$ cat src/rtl/enigma_rotor_gen2_if.sv
`default_nettype none
// ============================================================================
// Module   : enigma_rotor_gen2_if
// Purpose  : Bundle of configuration, stepping, substitution and status
//            signals between an Enigma rotor and its controller/datapath.
// Revision : 1.0 - initial release
// ============================================================================
interface enigma_rotor_gen2_if #(
  parameter int W = 5
);
  logic         load_config;
  logic [W-1:0] init_pos;
  logic [W-1:0] init_ring;
  logic         step_enable;
  logic         in_valid_fwd;
  logic [W-1:0] char_in_fwd;
  logic         out_valid_fwd;
  logic [W-1:0] char_out_fwd;
  logic         in_valid_bwd;
  logic [W-1:0] char_in_bwd;
  logic         out_valid_bwd;
  logic [W-1:0] char_out_bwd;
  logic [W-1:0] current_pos;
  logic [W-1:0] ring_setting;
  logic         at_notch;
  logic         notch_pulse;
  logic         config_err;

  modport master (
    output load_config, init_pos, init_ring, step_enable,
           in_valid_fwd, char_in_fwd, in_valid_bwd, char_in_bwd,
    input  out_valid_fwd, char_out_fwd, out_valid_bwd, char_out_bwd,
           current_pos, ring_setting, at_notch, notch_pulse, config_err
  );

  modport slave (
    input  load_config, init_pos, init_ring, step_enable,
           in_valid_fwd, char_in_fwd, in_valid_bwd, char_in_bwd,
    output out_valid_fwd, char_out_fwd, out_valid_bwd, char_out_bwd,
           current_pos, ring_setting, at_notch, notch_pulse, config_err
  );
endinterface
`default_nettype wire

$ cat src/rtl/enigma_rotor_gen2.sv
`default_nettype none
// ============================================================================
// Module   : enigma_rotor_gen2
// Purpose  : Parametrised Enigma rotor with runtime ring setting, up to two
//            notches, forward/backward substitution and stepping status.
//            Optional macro ROTOR_PIPE_EN registers the substitution outputs
//            (latency 1); without it the outputs are combinational.
// Revision : 1.0 - initial release
// ============================================================================
module enigma_rotor_gen2 #(
  parameter int           N             = 26,
  parameter int           W             = 5,
  parameter logic [W-1:0] MAP_FWD [N]   = '{5'd4,  5'd10, 5'd12, 5'd5,  5'd11, 5'd6,  5'd3,
                                            5'd16, 5'd21, 5'd25, 5'd13, 5'd19, 5'd14, 5'd22,
                                            5'd24, 5'd7,  5'd23, 5'd20, 5'd18, 5'd15, 5'd0,
                                            5'd8,  5'd1,  5'd17, 5'd2,  5'd9},
  parameter int           NOTCH_A       = 16,
  parameter int           NOTCH_B       = 16
) (
  input  wire logic           clk,
  input  wire logic           reset,
  enigma_rotor_gen2_if.slave  rot
);

  localparam logic [W:0]   c_N       = (W+1)'(N);
  localparam logic [W-1:0] c_LAST    = W'(N - 1);
  localparam logic [W-1:0] c_NOTCH_A = W'(NOTCH_A);
  localparam logic [W-1:0] c_NOTCH_B = W'(NOTCH_B);

  // Parameter sanity: wiring must be a permutation, notches inside the alphabet.
  function automatic bit f_cfg_ok();
    bit       ok;
    bit [N-1:0] seen;
    ok   = (N >= 2) && (N <= (1 << W)) && (NOTCH_A < N) && (NOTCH_B < N);
    seen = '0;
    for (int i = 0; i < N; i++) begin
      if (int'(MAP_FWD[i]) >= N)      ok = 1'b0;
      else if (seen[MAP_FWD[i]])      ok = 1'b0;
      else                            seen[MAP_FWD[i]] = 1'b1;
    end
    return ok;
  endfunction

  localparam bit c_CFG_OK = f_cfg_ok();

  if (!c_CFG_OK) begin : g_cfg_bad
    $error("enigma_rotor_gen2: invalid N/W/MAP_FWD/NOTCH parameters");
  end

  // Modular add/sub on W+1-bit operands already reduced below N.
  function automatic logic [W:0] f_add_mod(input logic [W:0] a, input logic [W:0] b);
    logic [W:0] s;
    s = a + b;
    if (s >= c_N) s = s - c_N;
    return s;
  endfunction

  function automatic logic [W:0] f_sub_mod(input logic [W:0] a, input logic [W:0] b);
    return (a >= b) ? (a - b) : (a + c_N - b);
  endfunction

  logic [W-1:0] pos_q, pos_d;
  logic [W-1:0] ring_q, ring_d;
  logic         np_q, np_d;
  logic         err_q, err_d;
  logic         w_at_notch;
  logic         w_load_bad;
  logic [W-1:0] map_bwd [N];
  logic [W-1:0] w_chr_fwd, w_chr_bwd;

  assign w_at_notch = (pos_q == c_NOTCH_A) || (pos_q == c_NOTCH_B);
  assign w_load_bad = ({1'b0, rot.init_pos} >= c_N) || ({1'b0, rot.init_ring} >= c_N);

  // Inverse wiring derived from the forward table (constant after elaboration).
  always_comb begin
    map_bwd = '{default: '0};
    for (int i = 0; i < N; i++) map_bwd[MAP_FWD[i]] = W'(i);
  end

  // Substitution through the rotor in both directions using the current position.
  always_comb begin
    logic [W:0]   pos_x, ring_x, idx_f, idx_b, res_f, res_b;
    logic [W-1:0] m_f, m_b;
    pos_x  = {1'b0, pos_q};
    ring_x = {1'b0, ring_q};
    idx_f  = f_sub_mod(f_add_mod({1'b0, rot.char_in_fwd}, pos_x), ring_x);
    idx_b  = f_sub_mod(f_add_mod({1'b0, rot.char_in_bwd}, pos_x), ring_x);
    m_f    = ({1'b0, rot.char_in_fwd} < c_N) ? MAP_FWD[idx_f[W-1:0]] : '0;
    m_b    = ({1'b0, rot.char_in_bwd} < c_N) ? map_bwd[idx_b[W-1:0]] : '0;
    res_f  = f_sub_mod(f_add_mod({1'b0, m_f}, ring_x), pos_x);
    res_b  = f_sub_mod(f_add_mod({1'b0, m_b}, ring_x), pos_x);
    w_chr_fwd = '0;
    w_chr_bwd = '0;
    if (rot.in_valid_fwd)
      w_chr_fwd = ({1'b0, rot.char_in_fwd} >= c_N) ? rot.char_in_fwd : res_f[W-1:0];
    if (rot.in_valid_bwd)
      w_chr_bwd = ({1'b0, rot.char_in_bwd} >= c_N) ? rot.char_in_bwd : res_b[W-1:0];
  end

  // Next position/ring/status: load beats step, a bad load holds state and flags an error.
  always_comb begin
    pos_d  = pos_q;
    ring_d = ring_q;
    np_d   = 1'b0;
    err_d  = 1'b0;
    if (rot.load_config) begin
      if (w_load_bad) begin
        err_d = 1'b1;
      end else begin
        pos_d  = rot.init_pos;
        ring_d = rot.init_ring;
      end
    end else if (rot.step_enable) begin
      np_d  = w_at_notch;
      pos_d = (pos_q == c_LAST) ? '0 : pos_q + 1'b1;
    end
  end

  // Position, ring and status pulse registers.
  always_ff @(posedge clk) begin
    if (reset) begin
      pos_q  <= '0;
      ring_q <= '0;
      np_q   <= 1'b0;
      err_q  <= 1'b0;
    end else begin
      pos_q  <= pos_d;
      ring_q <= ring_d;
      np_q   <= np_d;
      err_q  <= err_d;
    end
  end

  assign rot.current_pos  = pos_q;
  assign rot.ring_setting = ring_q;
  assign rot.at_notch     = w_at_notch;
  assign rot.notch_pulse  = np_q;
  assign rot.config_err   = err_q;

`ifdef ROTOR_PIPE_EN
  logic         vf_q, vb_q;
  logic [W-1:0] cf_q, cb_q;

  // Output stage: one cycle of latency on both substitution paths.
  always_ff @(posedge clk) begin
    if (reset) begin
      vf_q <= 1'b0;
      vb_q <= 1'b0;
      cf_q <= '0;
      cb_q <= '0;
    end else begin
      vf_q <= rot.in_valid_fwd;
      vb_q <= rot.in_valid_bwd;
      cf_q <= w_chr_fwd;
      cb_q <= w_chr_bwd;
    end
  end

  assign rot.out_valid_fwd = vf_q;
  assign rot.out_valid_bwd = vb_q;
  assign rot.char_out_fwd  = cf_q;
  assign rot.char_out_bwd  = cb_q;
`else
  assign rot.out_valid_fwd = rot.in_valid_fwd;
  assign rot.out_valid_bwd = rot.in_valid_bwd;
  assign rot.char_out_fwd  = w_chr_fwd;
  assign rot.char_out_bwd  = w_chr_bwd;
`endif

endmodule
`default_nettype wire

$ cat src/flat_wrapper.sv
// flat-port wrapper written by rule: the top's interface ports become plain ports
module enigma_rotor_gen2_flat 
#(
  parameter int           N             = 26,
  parameter int           W             = 5,
  parameter logic [W-1:0] MAP_FWD [N]   = '{5'd4,  5'd10, 5'd12, 5'd5,  5'd11, 5'd6,  5'd3,
                                            5'd16, 5'd21, 5'd25, 5'd13, 5'd19, 5'd14, 5'd22,
                                            5'd24, 5'd7,  5'd23, 5'd20, 5'd18, 5'd15, 5'd0,
                                            5'd8,  5'd1,  5'd17, 5'd2,  5'd9},
  parameter int           NOTCH_A       = 16,
  parameter int           NOTCH_B       = 16
)
  (clk, reset, rot_load_config, rot_init_pos, rot_init_ring, rot_step_enable, rot_in_valid_fwd, rot_char_in_fwd, rot_in_valid_bwd, rot_char_in_bwd, rot_out_valid_fwd, rot_char_out_fwd, rot_out_valid_bwd, rot_char_out_bwd, rot_current_pos, rot_ring_setting, rot_at_notch, rot_notch_pulse, rot_config_err);
  enigma_rotor_gen2_if #(.W(W)) rot_i ();
  input  wire logic clk;
  input  wire logic reset;
  input wire logic [$bits(rot_i.load_config)-1:0] rot_load_config;
  input wire logic [$bits(rot_i.init_pos)-1:0] rot_init_pos;
  input wire logic [$bits(rot_i.init_ring)-1:0] rot_init_ring;
  input wire logic [$bits(rot_i.step_enable)-1:0] rot_step_enable;
  input wire logic [$bits(rot_i.in_valid_fwd)-1:0] rot_in_valid_fwd;
  input wire logic [$bits(rot_i.char_in_fwd)-1:0] rot_char_in_fwd;
  input wire logic [$bits(rot_i.in_valid_bwd)-1:0] rot_in_valid_bwd;
  input wire logic [$bits(rot_i.char_in_bwd)-1:0] rot_char_in_bwd;
  output wire logic [$bits(rot_i.out_valid_fwd)-1:0] rot_out_valid_fwd;
  output wire logic [$bits(rot_i.char_out_fwd)-1:0] rot_char_out_fwd;
  output wire logic [$bits(rot_i.out_valid_bwd)-1:0] rot_out_valid_bwd;
  output wire logic [$bits(rot_i.char_out_bwd)-1:0] rot_char_out_bwd;
  output wire logic [$bits(rot_i.current_pos)-1:0] rot_current_pos;
  output wire logic [$bits(rot_i.ring_setting)-1:0] rot_ring_setting;
  output wire logic [$bits(rot_i.at_notch)-1:0] rot_at_notch;
  output wire logic [$bits(rot_i.notch_pulse)-1:0] rot_notch_pulse;
  output wire logic [$bits(rot_i.config_err)-1:0] rot_config_err;
  assign rot_i.load_config = rot_load_config;
  assign rot_i.init_pos = rot_init_pos;
  assign rot_i.init_ring = rot_init_ring;
  assign rot_i.step_enable = rot_step_enable;
  assign rot_i.in_valid_fwd = rot_in_valid_fwd;
  assign rot_i.char_in_fwd = rot_char_in_fwd;
  assign rot_i.in_valid_bwd = rot_in_valid_bwd;
  assign rot_i.char_in_bwd = rot_char_in_bwd;
  assign rot_out_valid_fwd = rot_i.out_valid_fwd;
  assign rot_char_out_fwd = rot_i.char_out_fwd;
  assign rot_out_valid_bwd = rot_i.out_valid_bwd;
  assign rot_char_out_bwd = rot_i.char_out_bwd;
  assign rot_current_pos = rot_i.current_pos;
  assign rot_ring_setting = rot_i.ring_setting;
  assign rot_at_notch = rot_i.at_notch;
  assign rot_notch_pulse = rot_i.notch_pulse;
  assign rot_config_err = rot_i.config_err;
  enigma_rotor_gen2 #(.N(N), .W(W), .MAP_FWD(MAP_FWD), .NOTCH_A(NOTCH_A), .NOTCH_B(NOTCH_B)) u_core (.clk(clk), .reset(reset), .rot(rot_i));
endmodule
$ cat config.mk
export PLATFORM = sky130hd
export DESIGN_NAME = enigma_rotor_gen2_flat
export DESIGN_NICKNAME = d
export VERILOG_FILES = /design/src/rtl/enigma_rotor_gen2_if.sv /design/src/rtl/enigma_rotor_gen2.sv /design/src/flat_wrapper.sv
export SDC_FILE = /design/constraint.sdc
export NUM_CORES = 1
export LEC_CHECK = 0
export ABC_AREA = 1
export CORE_AREA = 5 5 92 94
export CTS_CLUSTER_DIAMETER = 50
export DETAILED_ROUTE_END_ITERATION = 6
export DIE_AREA = 0 0 97 99
export PLACE_DENSITY = 0.84
export SYNTH_ARGS = -nofsm -noshare
export SYNTH_HDL_FRONTEND = slang
export SYNTH_SLANG_ARGS = --single-unit
export TNS_END_PERCENT = 50
$ cat constraint.sdc
create_clock -name clk -period 12.6 [get_ports clk]
set_input_delay 2.52 -clock clk [delete_from_list [all_inputs] [get_ports clk]]
set_output_delay 2.52 -clock clk [all_outputs]
set_load 0.005 [all_outputs]
==> flow_metrics.env <==
export IMPL_whs_path_depth=2
export IMPL_finalWeightedCongestion=0.9855
export IMPL_wl_per_cell_um=13.93
export IMPL_first_pass_detailed_route_iteration_total=5
export IMPL_cts_hold_buffers=0
export IMPL_finalCritPeriodShare=0.9898
export IMPL_synthesis_stage_register_bit_count=12
export IMPL_die_height_um=99
export IMPL_synth_nets=798
export IMPL_synth_seq_area_share=0.05533
export IMPL_rows=32
export IMPL_r2r_start="u_core.rot.current_pos[1]"
export IMPL_post_route_wl_um=11980
export IMPL_cp_top_family="adder cells"
export IMPL_clock_tree_root_driver_cell="clkbuf_8"
export IMPL_yosysWarnings=0
export IMPL_total_drc_errors_in_the_routed_layout=0
export IMPL_drv_cap=0
export IMPL_worstReg2RegEnd="u_core.rot.current_pos[2]"
export IMPL_critPathBufInv=12
export IMPL_port_buffer_count=50
export IMPL_yosys_area_top_type_share=0.2392
export IMPL_worstSetupEndpointType="output pin"
export IMPL_yosysTopAreaCell="ha_1"
export IMPL_grt_first_pass_wirelength_um=19590
export IMPL_setup_tns_ns=0
export IMPL_setup_viol_count_final=0
export IMPL_outcome="finished clean"
export IMPL_final_hold_violation_count=0
export IMPL_routed_via_count=4625
export IMPL_worstHoldPathType="flop to flop"
export IMPL_timing_final_max_slew_violations=0
export IMPL_headroom_to_the_max_slew_limit=0.5677
export IMPL_critPathRequiredTime_ns=10.08
export IMPL_grt_setup_unrepaired="yes"
export IMPL_ys_top_cells_by_count="140 x nand2_1, 126 x inv_1, 83 x ha_1"
export IMPL_worst_setup_path_type="input pin to output pin"
export IMPL_synth_cell_area_um2=4342
export IMPL_max_clock_path_buffers=2
export IMPL_asyncSetResetFlopFracSynth=0
export IMPL_reg2regPathDepth=9
export IMPL_post_synthesis_cells=673
export IMPL_cts_htree_levels=1
export IMPL_global_route_usage_sum=0.2328
export IMPL_synth_edf_count=0
export IMPL_post_dp_hpwl_um=9325
export IMPL_ios=51
export IMPL_grt_max_degree=14
export IMPL_clock_fmax_ghz=0.08018
export IMPL_grt_pass1_vias=4541
export IMPL_synth_cell_type_count=40
export IMPL_timing_worst_slew_pin_value_ns=0.6475
export IMPL_per_cell_via_count_in_the_routed_design=5.378
export IMPL_synth_area_per_cell_um2=6.451
export IMPL_ff2ff_setup_slack_ns=10.44
export IMPL_cts_sinks=12
export IMPL_synthToLayoutAreaGrowth_pct=27.09
export IMPL_floorplan_die_width_um=97
export IMPL_drt_iter0_markers=313
export IMPL_floorplan_initialDensity=0.5737
export IMPL_synth_main_ff_cell="dfxtp_1"
export IMPL_whs_endpoint="u_core.rot.ring_setting[0]"
export IMPL_overflow=0
export IMPL_fin_crit_ns=12.47
export IMPL_antennaDiodeCount=0
export IMPL_tritoncts_clock_tree="done"
export IMPL_drive_gt1_frac=0.1557
export IMPL_coreArea_um2=7567
export IMPL_clkSlewWorstSetupHoldPaths_ns=0.05
export IMPL_clock_skew_ns=0.0003766
export IMPL_synth_most_common_cell="nand2_1"
export IMPL_timing_critical_path_fanout_max=5
export IMPL_die_area_um2=9603
export IMPL_design_final_nets=884
export IMPL_detail_route_antenna_nets=0
export IMPL_timing_critical_path_arrival_ns=9.95
export IMPL_worst_skew_pair_late_latency_ns=0.24
export IMPL_cp_slowest_cell="fa_1"
export IMPL_cts_made_buffers=3
export IMPL_netlist_top_cells_area="ha_1 24%, nand2_1 12%, inv_1 11%, nand3_1 7.7%, fa_1 7.4%"
export IMPL_critical_path_max_stage_delay_ns=0.51
export IMPL_min_from="u_core.rot.ring_setting[0]"
export IMPL_cp_start_kind="input pin"
export IMPL_grt_antenna_before_repair=0
==> worst max-delay path by stage <==
stage	from	endpoint	slack, ns	cells past startpoint
finish	rot_char_in_fwd[0]	rot_char_out_fwd[3]	0.13	47
detailed placement	rot_char_in_bwd[0]	rot_char_out_bwd[3]	-0.36	47
CTS	rot_char_in_bwd[0]	rot_char_out_bwd[3]	0.0003	53
global route	rot_char_in_fwd[0]	rot_char_out_fwd[3]	-0.44	49
floorplan	rot_char_in_fwd[0]	rot_char_out_fwd[3]	1.19	48
global placement	rot_char_in_bwd[0]	rot_char_out_bwd[3]	-0.06	48
==> routing by layer <==
layer / track usage / vias up / share of wire
li1: - / 2322 / -
met1: 0.2991 / 2139 / 0.44
met2: 0.4156 / 146 / 0.51
met3: 0.02406 / 18 / 0.045
met4: 0.06156 / 0 / 0.013
met5: 0 / - / 0
==> cell families after synthesis <==
| kind of cell | after synthesis | synth area share |
|---|---|---|
| flip-flops | 12 | 0.05533 |
| XOR/XNOR | 41 | 0.08271 |
| AND/OR/NAND/NOR | 283 | 0.2954 |
| adder cells (fa/ha/maj) | 99 | 0.3130 |
| AO/OA/AOI/OAI | 100 | 0.1323 |
| buffers and inverters | 138 | 0.1213 |
==> registers in the layout, summed over array words and instances (netlist names) <==
name	flops
u_core.rot.current_pos	5
u_core.rot.notch_pulse	1
u_core.rot.ring_setting	5
u_core.rot.config_err	1
==> tightest hold or removal path: cells and delay by family (launching register included) <==
kind | cells | cell delay, ns
AO/OA/AOI/OAI | 1 | 0.06
flip-flops | 1 | 0.42
AND/OR/NAND/NOR | 1 | 0.12
==> cells in the final DEF, fill, tap and decap left out, drive strengths merged, types with 5 or more instances in the layout <==
| cell type | n |
|---|---|
| inv | 132 |
| buf | 36 |
| xor2 | 26 |
| xnor2 | 15 |
| nand3 | 69 |
| ha | 83 |
| a21oi | 51 |
| nand2 | 152 |
| a211oi | 5 |
| o21ai | 32 |
| dfxtp | 12 |
| clkdlybuf4s50 | 46 |
| nor2 | 48 |
| fa | 16 |
==> timing repair <==
item | 4_1_cts | 5_1_grt
pin swaps | 8 | 14
setup buffers | 5 | 6
hold endpoints to repair | 0 | 0
resized for setup | 14 | 46
setup endpoints to repair | 4 | 8
==> metrics by stage <==
step	utilization	setup slack (ns)	area, µm²	hold slack [ns]	instances
final	0.7292	0.1279	5518	0.6404	860
after floorplan	-	1.194	4342	0.5229	673
after detailed placement	0.6779	-0.3642	5130	0.6171	845
after global placement	0.6779	-0.05704	5130	0.6257	845
after CTS	0.6976	0.0002585	5279	0.6281	854
after global routing	0.7292	-0.4413	5518	0.6721	860
==> final cells by class <==
class                           count  area (µm²)
Sequential cell                    12       240.2
Inverter                          133       501.7
Clock buffer                        4       55.05
Multi-Input combinational cell    523        3812
Timing Repair Buffer               86       780.7
Fill cell                         571        2049
Tap cell                          102       127.6
Power is not shown: default switching activity piles up to over one toggle a cycle in this logic, so the estimate is an artifact.
